--- src/rtl/uart_pkg.sv ---
// Shared constants for the oversampling UART receiver: FSM state codes and
// the 16x oversample sample points.
package uart_pkg;

  typedef logic [2:0] state_t;

  localparam state_t ST_IDLE   = 3'd0;
  localparam state_t ST_START  = 3'd1;
  localparam state_t ST_DATA   = 3'd2;
  localparam state_t ST_PARITY = 3'd3;
  localparam state_t ST_STOP   = 3'd4;
  localparam state_t ST_BRK    = 3'd5;

  localparam int OS_RATE = 16;

  localparam logic [3:0] OS_S0  = 4'd7;
  localparam logic [3:0] OS_S1  = 4'd8;
  localparam logic [3:0] OS_S2  = 4'd9;
  localparam logic [3:0] OS_END = 4'd15;

  function automatic logic maj3(input logic a, input logic b, input logic c);
    return (a & b) | (a & c) | (b & c);
  endfunction

endpackage

--- src/rtl/uart_rx_fifo.sv ---
// First-word-fall-through byte FIFO for the UART receiver; a pop that coincides
// with a push while full lets both succeed.
module uart_rx_fifo #(
  parameter int DEPTH = 4
) (
  input  logic                     clk,
  input  logic                     rst,
  input  logic                     i_push,
  input  logic [7:0]               i_din,
  input  logic                     i_pop,
  output logic [7:0]               o_dout,
  output logic                     o_full,
  output logic                     o_empty,
  output logic [$clog2(DEPTH):0]   o_level
);

  localparam int AW = $clog2(DEPTH);

  logic [7:0]    r_mem [DEPTH];
  logic [AW-1:0] r_wptr;
  logic [AW-1:0] r_rptr;
  logic [AW:0]   r_count;
  logic          w_do_pop;
  logic          w_do_push;

  assign o_full    = (r_count == (AW+1)'(DEPTH));
  assign o_empty   = (r_count == '0);
  assign o_level   = r_count;
  assign w_do_pop  = i_pop && !o_empty;
  assign w_do_push = i_push && (!o_full || w_do_pop);
  assign o_dout    = o_empty ? 8'h00 : r_mem[r_rptr];

  always_ff @(posedge clk) begin
    if (w_do_push)
      r_mem[r_wptr] <= i_din;
  end

  always_ff @(posedge clk) begin
    if (rst) begin
      r_wptr  <= '0;
      r_rptr  <= '0;
      r_count <= '0;
    end else begin
      if (w_do_push)
        r_wptr <= r_wptr + 1'b1;
      if (w_do_pop)
        r_rptr <= r_rptr + 1'b1;
      case ({w_do_push, w_do_pop})
        2'b10:   r_count <= r_count + 1'b1;
        2'b01:   r_count <= r_count - 1'b1;
        default: r_count <= r_count;
      endcase
    end
  end

endmodule

--- src/rtl/uart_rx_os.sv ---
// 16x oversampling UART receiver with majority voting and a receive FIFO.
// Define UART_RX_PARITY_EN for 8E1 frames with a sticky parity_err output.
module uart_rx_os
  import uart_pkg::*;
#(
  parameter int DEPTH = 4
) (
  input  logic                     clk,
  input  logic                     rst,
  input  logic [15:0]              divisor,
  input  logic                     rx,
  input  logic                     rd,
  output logic [7:0]               dout,
  output logic                     valid,
  output logic [$clog2(DEPTH):0]   level,
  output logic                     busy,
  output logic                     frame_err,
  output logic                     overrun,
`ifdef UART_RX_PARITY_EN
  output logic                     parity_err,
`endif
  input  logic                     clr_err
);

  localparam int OS_W = $clog2(OS_RATE);

`ifdef UART_RX_PARITY_EN
  localparam state_t ST_AFTER_DATA = ST_PARITY;
`else
  localparam state_t ST_AFTER_DATA = ST_STOP;
`endif

  logic            r_rx_meta;
  logic            r_rxs;
  state_t          r_state;
  logic [15:0]     r_div;
  logic [OS_W-1:0] r_os;
  logic            r_s0;
  logic            r_s1;
  logic [2:0]      r_bit;
  logic [7:0]      r_sh;
  logic            r_frame_err;
  logic            r_overrun;

  logic            w_tick;
  logic            w_maj;
  logic            w_mid;
  logic            w_end;
  logic            w_push;
  logic            w_stop_fail;
  logic            w_full;
  logic            w_empty;

`ifdef UART_RX_PARITY_EN
  logic            r_par_bad;
  logic            r_parity_err;
  logic            w_par_mis;
  assign w_par_mis  = w_maj ^ (^r_sh);
  assign parity_err = r_parity_err;
  assign w_push     = (r_state == ST_STOP) && w_mid && w_maj && !r_par_bad;
`else
  assign w_push     = (r_state == ST_STOP) && w_mid && w_maj;
`endif

  assign w_tick      = (r_state != ST_IDLE) && (r_div == divisor);
  assign w_maj       = maj3(r_s0, r_s1, r_rxs);
  assign w_mid       = w_tick && (r_os == OS_S2);
  assign w_end       = w_tick && (r_os == OS_END);
  assign w_stop_fail = (r_state == ST_STOP) && w_mid && !w_maj;

  assign busy      = (r_state != ST_IDLE);
  assign valid     = !w_empty;
  assign frame_err = r_frame_err;
  assign overrun   = r_overrun;

  always_ff @(posedge clk) begin
    if (rst) begin
      r_rx_meta <= 1'b1;
      r_rxs     <= 1'b1;
    end else begin
      r_rx_meta <= rx;
      r_rxs     <= r_rx_meta;
    end
  end

  // Counters idle at zero so a new frame always starts aligned to the start edge.
  always_ff @(posedge clk) begin
    if (rst || r_state == ST_IDLE) begin
      r_div <= '0;
      r_os  <= '0;
      r_s0  <= 1'b1;
      r_s1  <= 1'b1;
    end else if (w_tick) begin
      r_div <= '0;
      r_os  <= r_os + 1'b1;
      if (r_os == OS_S0)
        r_s0 <= r_rxs;
      if (r_os == OS_S1)
        r_s1 <= r_rxs;
    end else begin
      r_div <= r_div + 1'b1;
    end
  end

  always_ff @(posedge clk) begin
    if (rst) begin
      r_state <= ST_IDLE;
      r_bit   <= '0;
      r_sh    <= '0;
`ifdef UART_RX_PARITY_EN
      r_par_bad <= 1'b0;
`endif
    end else begin
      case (r_state)
        ST_IDLE:
          if (!r_rxs)
            r_state <= ST_START;
        ST_START:
          if (w_mid && w_maj)
            r_state <= ST_IDLE;
          else if (w_end) begin
            r_state <= ST_DATA;
            r_bit   <= '0;
          end
        ST_DATA: begin
          if (w_mid)
            r_sh <= {w_maj, r_sh[7:1]};
          if (w_end) begin
            r_bit <= r_bit + 1'b1;
            if (r_bit == 3'd7)
              r_state <= ST_AFTER_DATA;
          end
        end
`ifdef UART_RX_PARITY_EN
        ST_PARITY: begin
          if (w_mid)
            r_par_bad <= w_par_mis;
          if (w_end)
            r_state <= ST_STOP;
        end
`endif
        // Stop decision is taken mid-bit so back-to-back frames are never missed.
        ST_STOP:
          if (w_mid)
            r_state <= w_maj ? ST_IDLE : ST_BRK;
        ST_BRK:
          if (r_rxs)
            r_state <= ST_IDLE;
        default:
          r_state <= ST_IDLE;
      endcase
    end
  end

  always_ff @(posedge clk) begin
    if (rst) begin
      r_frame_err <= 1'b0;
      r_overrun   <= 1'b0;
`ifdef UART_RX_PARITY_EN
      r_parity_err <= 1'b0;
`endif
    end else begin
      if (w_stop_fail)
        r_frame_err <= 1'b1;
      else if (clr_err)
        r_frame_err <= 1'b0;
      if (w_push && w_full && !rd)
        r_overrun <= 1'b1;
      else if (clr_err)
        r_overrun <= 1'b0;
`ifdef UART_RX_PARITY_EN
      if ((r_state == ST_PARITY) && w_mid && w_par_mis)
        r_parity_err <= 1'b1;
      else if (clr_err)
        r_parity_err <= 1'b0;
`endif
    end
  end

  uart_rx_fifo #(
    .DEPTH (DEPTH)
  ) u_fifo (
    .clk     (clk),
    .rst     (rst),
    .i_push  (w_push),
    .i_din   (r_sh),
    .i_pop   (rd),
    .o_dout  (dout),
    .o_full  (w_full),
    .o_empty (w_empty),
    .o_level (level)
  );

endmodule

--- config.mk ---
export PLATFORM = sky130hd
export DESIGN_NAME = uart_rx_os
export DESIGN_NICKNAME = d
export VERILOG_FILES = /design/src/rtl/uart_pkg.sv /design/src/rtl/uart_rx_fifo.sv /design/src/rtl/uart_rx_os.sv
export SDC_FILE = /design/constraint.sdc
export NUM_CORES = 1
export LEC_CHECK = 0
export ABC_AREA = 1
export ABC_CLOCK_PERIOD_IN_PS = 2400
export CAP_MARGIN = 20
export CORE_MARGIN = 3
export CORE_UTILIZATION = 44
export DETAILED_ROUTE_END_ITERATION = 10
export PLACE_DENSITY = 0.76
export SYNTH_ARGS = -nofsm -noshare
export SYNTH_HDL_FRONTEND = slang
export SYNTH_SLANG_ARGS = --single-unit
--- constraint.sdc ---
create_clock -name clk -period 2.4 [get_ports clk]
set_input_delay 0.48 -clock clk [delete_from_list [all_inputs] [get_ports clk]]
set_output_delay 0.48 -clock clk [all_outputs]
set_load 0.1 [all_outputs]
==> results.cfg, run 1 <==
[status]
status = completed

[timing]
tightest_slew_ns = 0.624
fin_crit_sh_pct = 95.1
fin_worst_skew_ns = 0.0125
fin_setup_tns_ns = 0
min_period_ns = 2.28
final-hold-violation-count = 0
timing.fmax_mhz = 438
maxSlewViolCount = 0
setup_viol = 0
relSlewSlack_pct = 58.2
rsz0062_at_grt = false

[synthesis]
syn_inst = 507
synthDistinctLibCells = 38
synth_seq_cells = 81
syn_nets = 540
yosysSeqAreaShare_pct = 48.1
async_reset_ff_share_pct = 0
syn_area_sq_um = 4040
synth-edff-count = 32
syn_avg_cell_area_sq_um = 7.97
synth_flop_cell = dfxtp_1
yosys_warnings = 0

[setup_path]
worstPathRequired_ns = 2.68
timing.critical_path.mode_cell = nand2_1
r2r_end = u_fifo.o_level[2]
path_class = in2reg
cpPeakStageDelay_ns = 0.47
r2r_cells = 16
critical_path.slowest_cell = clkdlybuf4s50_1
cp_data_arrival_time_ns = 2.56
regToRegStartpoint = r_div[11]
setup.worst_path.start_class = primary input
cp-end-kind = register
r2r_setup_slack_ns = 0.18
critPathMaxFanout = 2
worstPathCellList = clkdlybuf4s50_1 > nand2_1 > nand2_1 > inv_1 > nand2_2 > nor2_2 > nand3_2 > nor2_1 > nand4_1 > ha_2 > inv_2 > fa_2 > a21oi_2 > o21ai_2 > buf_4 > a21oi_1

[detailed_routing]
drt_wl_total_mm = 8.60
dr_wl_met2_mm = 4.43
wl_per_cell_um = 12.4
ant_nets = 0
wl_met1_mm = 3.81
drc = 0
vias_per_cell = 4.96
wl_met3_um = 265
drtIter0Drc = 150
first_pass_iters = 4
routed.top_layer = met4
dr_total_vias = 3444

[layout]
n_fill_cell = 746
fin_util_pct = 59.0
final_nets = 614
mostFrequentLayoutCell = nor2_1
area_delta_synth_final_pct = 28.6
final_cell_mix = 84 x nor2_1, 80 x nand2_1, 63 x inv_1
antenna_cells = 0
drive_gt1_share_pct = 24.2

[placed_design]
port_buffers = 35
hpwl_mm = 6.11
place.gp.congestion = 0.853

[global_route]
antenna_found_initial = 0
grt_pass1_vias = 3380
grt_use_total_pct = 17.6
grt_start_max_net_pins = 18
grt_overflow = 0
grt_pass1_wl_mm = 14.5

[floorplan]
die_w_um = 102
start_util_pct = 45.9
io_pins = 36
num_rows = 34
design.core.area_sq_um = 8810
die_h_um = 102
die-area_sq_um = 10400

[cts]
ctsLongestPathBuffers = 2
cts_buffers = 9
cts_tree = built
root_buffer = clkbuf_8
hold_buffers = 0
cts-htree-levels = 3
clk_pin_slew_worst_paths_ns = 0.08
cts_sinks = 81
clk_latency_ns = 0.35

[hold_path]
hold_depth = 1
worstHoldStart = r_rx_meta
min_path_type = reg2reg
worstHoldEndpoint = r_rxs

[pwr]
leakagePower_nw = 2.16
power.density_nw_per_um2 = 776
ir_drop_v = 0.000444

[job]
max_cap_viol_count = 0
-- worst max-delay path: cells and delay by family --
kind,cells,cell delay [ns]
buf+inv,4,0.69
fa+ha+maj,2,0.54
simple gates,7,0.50
compound gates,3,0.35
-- per-layer routing --
layer	vias to the layer above	GRT usage (%)
li1	1791	-
met1	1587	21.0
met2	56	31.8
met3	10	3.14
met4	0	6.05
met5	-	0
-- state kept, by name, summed over array words and instances, names as in the netlist, named ones only --
| register | cells |
|---|---|
| r_s0 | 1 |
| r_bit | 3 |
| r_state | 3 |
| u_fifo.o_level | 3 |
| frame_err | 1 |
| r_div | 16 |
| r_rxs | 1 |
| r_os | 4 |
| r_sh | 8 |
| u_fifo.r_wptr | 2 |
| overrun | 1 |
| r_rx_meta | 1 |
| u_fifo.r_mem | 32 |
| u_fifo.r_rptr | 2 |
| r_s1 | 1 |
-- cells in the mapped netlist (2+ instances only) --
cell type | instances | share of area [%]
nand2_1 | 86 | 8.0
nor3_2 | 4 | 0.99
edfxtp_1 | 32 | 24
nand4_1 | 16 | 2.5
xor2_1 | 8 | 1.7
o21a_1 | 4 | 0.74
nand2_2 | 4 | 0.62
nor3_1 | 4 | 0.50
xnor2_1 | 2 | 0.43
nor2_1 | 88 | 8.2
o21ai_0 | 35 | 4.3
nand3_1 | 15 | 1.9
nand3_2 | 3 | 0.74
or2_2 | 3 | 0.46
a21oi_1 | 32 | 4.0
inv_1 | 66 | 6.1
inv_2 | 9 | 0.84
clkbuf_1 | 6 | 0.56
o211ai_1 | 2 | 0.37
ha_1 | 11 | 3.4
dfxtp_1 | 49 | 24
nor3b_1 | 3 | 0.56
nor2_2 | 10 | 1.5
-- worst max-delay path by stage --
stage,from,end,slack [ns]
final,divisor[13],u_fifo.o_level[2],0.12
after global routing,divisor[5],u_fifo.o_level[2],0.009
after CTS,divisor[11],u_fifo.o_level[2],0.009
after detailed placement,divisor[14],u_fifo.o_level[2],-0.45
after global placement,divisor[8],u_fifo.o_level[2],-0.32
after floorplan,register,dout[0],-0.04
-- cell families after synthesis --
kind of cell / after synthesis / share of synthesized area (%)
AO/OA/AOI/OAI: 77 / 10.2
flip-flops: 81 / 48.1
XOR/XNOR: 10 / 2.17
buffers and inverters: 85 / 8.14
AND/OR/NAND/NOR: 241 / 27.3
adder cells (fa/ha/maj): 13 / 4.15
-- power by group --
| part | switching, mW | internal [mW] |
|---|---|---|
| clock | 0.539 | 0.608 |
| sequential | 0.0418 | 1.46 |
| combinational | 0.940 | 0.446 |
-- cell type report --
cell class / instances / area [sq um] / area share [%]
sequential: 81 / 1960 / 37.7
clock buffer: 9 / 124 / 2.38
tap: 108 / 135 / 2.60
inverter: 76 / 290 / 5.59
multi-input combinational: 341 / 1880 / 36.1
clock inverter: 7 / 106 / 2.05
timing repair buffer: 72 / 703 / 13.5
-- timing repair --
action,in CTS,in global routing
hold endpoints to repair,0,0
setup endpoints to repair,2,2
gates resized for setup,20,18
setup buffers,5,3
pin swaps,9,11
-- per-stage QoR --
| step | instance area, sq um | setup slack, ns | total power, mW | hold WS, ns | std cells |
|---|---|---|---|---|---|
| floorplan | 4110 | -0.0359 | 2.44 | 0.389 | 507 |
| global placement | 4840 | -0.320 | 2.87 | 0.398 | 670 |
| detailed placement | 4840 | -0.449 | 2.89 | 0.401 | 670 |
| CTS | 5130 | 0.00918 | 4.03 | 0.420 | 691 |
| global route | 5200 | 0.00879 | 4.19 | 0.431 | 694 |
| finish | 5200 | 0.119 | 4.03 | 0.418 | 694 |
Note: power is estimated with default switching activity, not from simulation.
==> inputs of run 2 (changes only) <==
--- a/config.mk
+++ b/config.mk
@@ -12,6 +12,7 @@
 export CORE_UTILIZATION = 44
 export DETAILED_ROUTE_END_ITERATION = 10
 export PLACE_DENSITY = 0.76
+export REMOVE_ABC_BUFFERS = 1
 export SYNTH_ARGS = -nofsm -noshare
 export SYNTH_HDL_FRONTEND = slang
 export SYNTH_SLANG_ARGS = --single-unit
==> run 2 against run 1 <==
Net effect:
- flip-flop and latch count did not move
- largest power group unchanged
- sequential power barely moved
- worst hold slack got worse by 0.0038 ns
- global-route usage down 0.30 points
- sequential share of layout area increased by 0.21 points
- highest routed layer unchanged
- worst setup slack improved by 0.023 ns
- maximum frequency increased by 1.0%
- routed wire length decreased by 1.7%
==> results.cfg, run 2 (synthesis gave the netlist of run 1 again) <==
[status]
status = completed

[placed_design]
placed_area_sq_um = 4770
hpwl_mm = 6.09
place.gp.congestion = 0.870
port_buffers = 35

[detailed_routing]
drtIter0Drc = 125
dr_total_vias = 3449
vias_per_cell = 5.00
wl_per_cell_um = 12.3
ant_nets = 0
first_pass_iters = 4
drc = 0
drt_wl_total_mm = 8.46

[timing]
fin_setup_tns_ns = 0
fin_worst_skew_ns = 0.0127
fin_crit_sh_pct = 94.1
setup_viol = 0
tightest_slew_ns = 0.615
maxSlewViolCount = 0
rsz0062_at_grt = false
timing.fmax_mhz = 443
final-hold-violation-count = 0
min_period_ns = 2.26
relSlewSlack_pct = 58.8

[pwr]
p_total_mw = 3.93
ir_drop_v = 0.000492
leakagePower_nw = 2.19
power.density_nw_per_um2 = 765

[setup_path]
critPathMaxFanout = 2
path_class = in2reg
worstPathRequired_ns = 2.65
setup.worst_path.start_class = primary input
cp_data_arrival_time_ns = 2.51
cp-end-kind = register

[cts]
clk_latency_ns = 0.36
hold_buffers = 0
cts_tree = built
root_buffer = clkbuf_8
cts-htree-levels = 3
ctsLongestPathBuffers = 2
clk_pin_slew_worst_paths_ns = 0.09
cts_sinks = 81
cts_buffers = 9

[layout]
antenna_cells = 0
fin_area_sq_um = 5130
regMostFlops = u_fifo.r_mem
mostFrequentLayoutCell = nor2_1
reg_top3 = u_fifo.r_mem: 32 flops, r_div: 16 flops, r_sh: 8 flops
drive_gt1_share_pct = 22.3
final_cell_mix = 83 x nor2_1, 78 x nand2_1, 62 x inv_1
area_delta_synth_final_pct = 27.1
largest_register_ffs = 32
final_nets = 610

[hold_path]
min_path_type = reg2reg

[floorplan]
num_rows = 34
die_w_um = 102
die_h_um = 102
io_pins = 36
design.core.area_sq_um = 8810
start_util_pct = 45.9
die-area_sq_um = 10400

[global_route]
grt_start_max_net_pins = 18
antenna_found_initial = 0
grt_use_total_pct = 17.2
grt_pass1_vias = 3377
grt_pass1_wl_mm = 14.4
grt_overflow = 0

[job]
max_cap_viol_count = 0
-- run 2: area by class of cell --
class                      instances  area, sq um
inverter                          76          289
timing repair buffer              67          702
tap                              108          135
multi-input combinational        341         1840
clock buffer                      10          138
timing repair inverter             1         7.51
fill                             764         3670
sequential                        81         1950
clock inverter                     6         73.8
-- run 2: report_power, final --
group | internal (mW) | switching, mW
clock network | 0.524 | 0.548
logic | 0.435 | 0.931
registers | 1.45 | 0.0377
total | 2.41 | 1.52
-- run 2: final timing paths --
check | from | end | slack [ns] | cells after the start
hold reg to reg | r_rx_meta | r_rxs | 0.41 | 1
hold / removal | r_rx_meta | r_rxs | 0.41 | 1
setup / recovery | divisor[12] | u_fifo.o_level[2] | 0.14 | 16
setup reg to reg | r_div[0] | u_fifo.o_level[2] | 0.19 | 16
-- run 2: what timing repair did --
item                                    CTS  global route
endpoints found under the setup margin    5            43
pin swaps                                 3            15
setup buffers                             2             2
gates cloned                              0             1
gates resized for setup                  10            37
-- run 2: layer usage --
| layer | vias to the layer above | GRT usage, % | share of wire (%) |
|---|---|---|---|
| met3 | 8 | 2.87 | 3.7 |
| met2 | 62 | 31.2 | 52 |
| met1 | 1600 | 20.5 | 44 |
| met5 | - | 0 | 0 |
| li1 | 1779 | - | - |
| met4 | 0 | 6.56 | 1.0 |
-- run 2: worst max-delay path: stages --
cell	delay, ns
clkdlybuf4s50_1	0.48
inv_1	0.04
nand2_1	0.08
nand2_2	0.06
nand2_2	0.09
nor2_4	0.05
nand3_2	0.08
nor2_2	0.04
nand4_1	0.11
ha_2	0.19
inv_2	0.04
fa_2	0.36
a21oi_2	0.11
o21ai_1	0.08
o21ai_1	0.14
a21oi_1	0.05
-- run 2: stage by stage --
| step | utilization [%] | hold WS, ns | std cells | worst slack, ns |
|---|---|---|---|---|
| after floorplan | - | 0.389 | 498 | -1.88 |
| after global placement | 54.1 | 0.393 | 669 | -0.351 |
| after detailed placement | 54.1 | 0.396 | 669 | -0.432 |
| after CTS | 56.9 | 0.418 | 687 | -0.00325 |
| after global routing | 58.3 | 0.449 | 690 | 0.0111 |
| final | 58.3 | 0.414 | 690 | 0.142 |
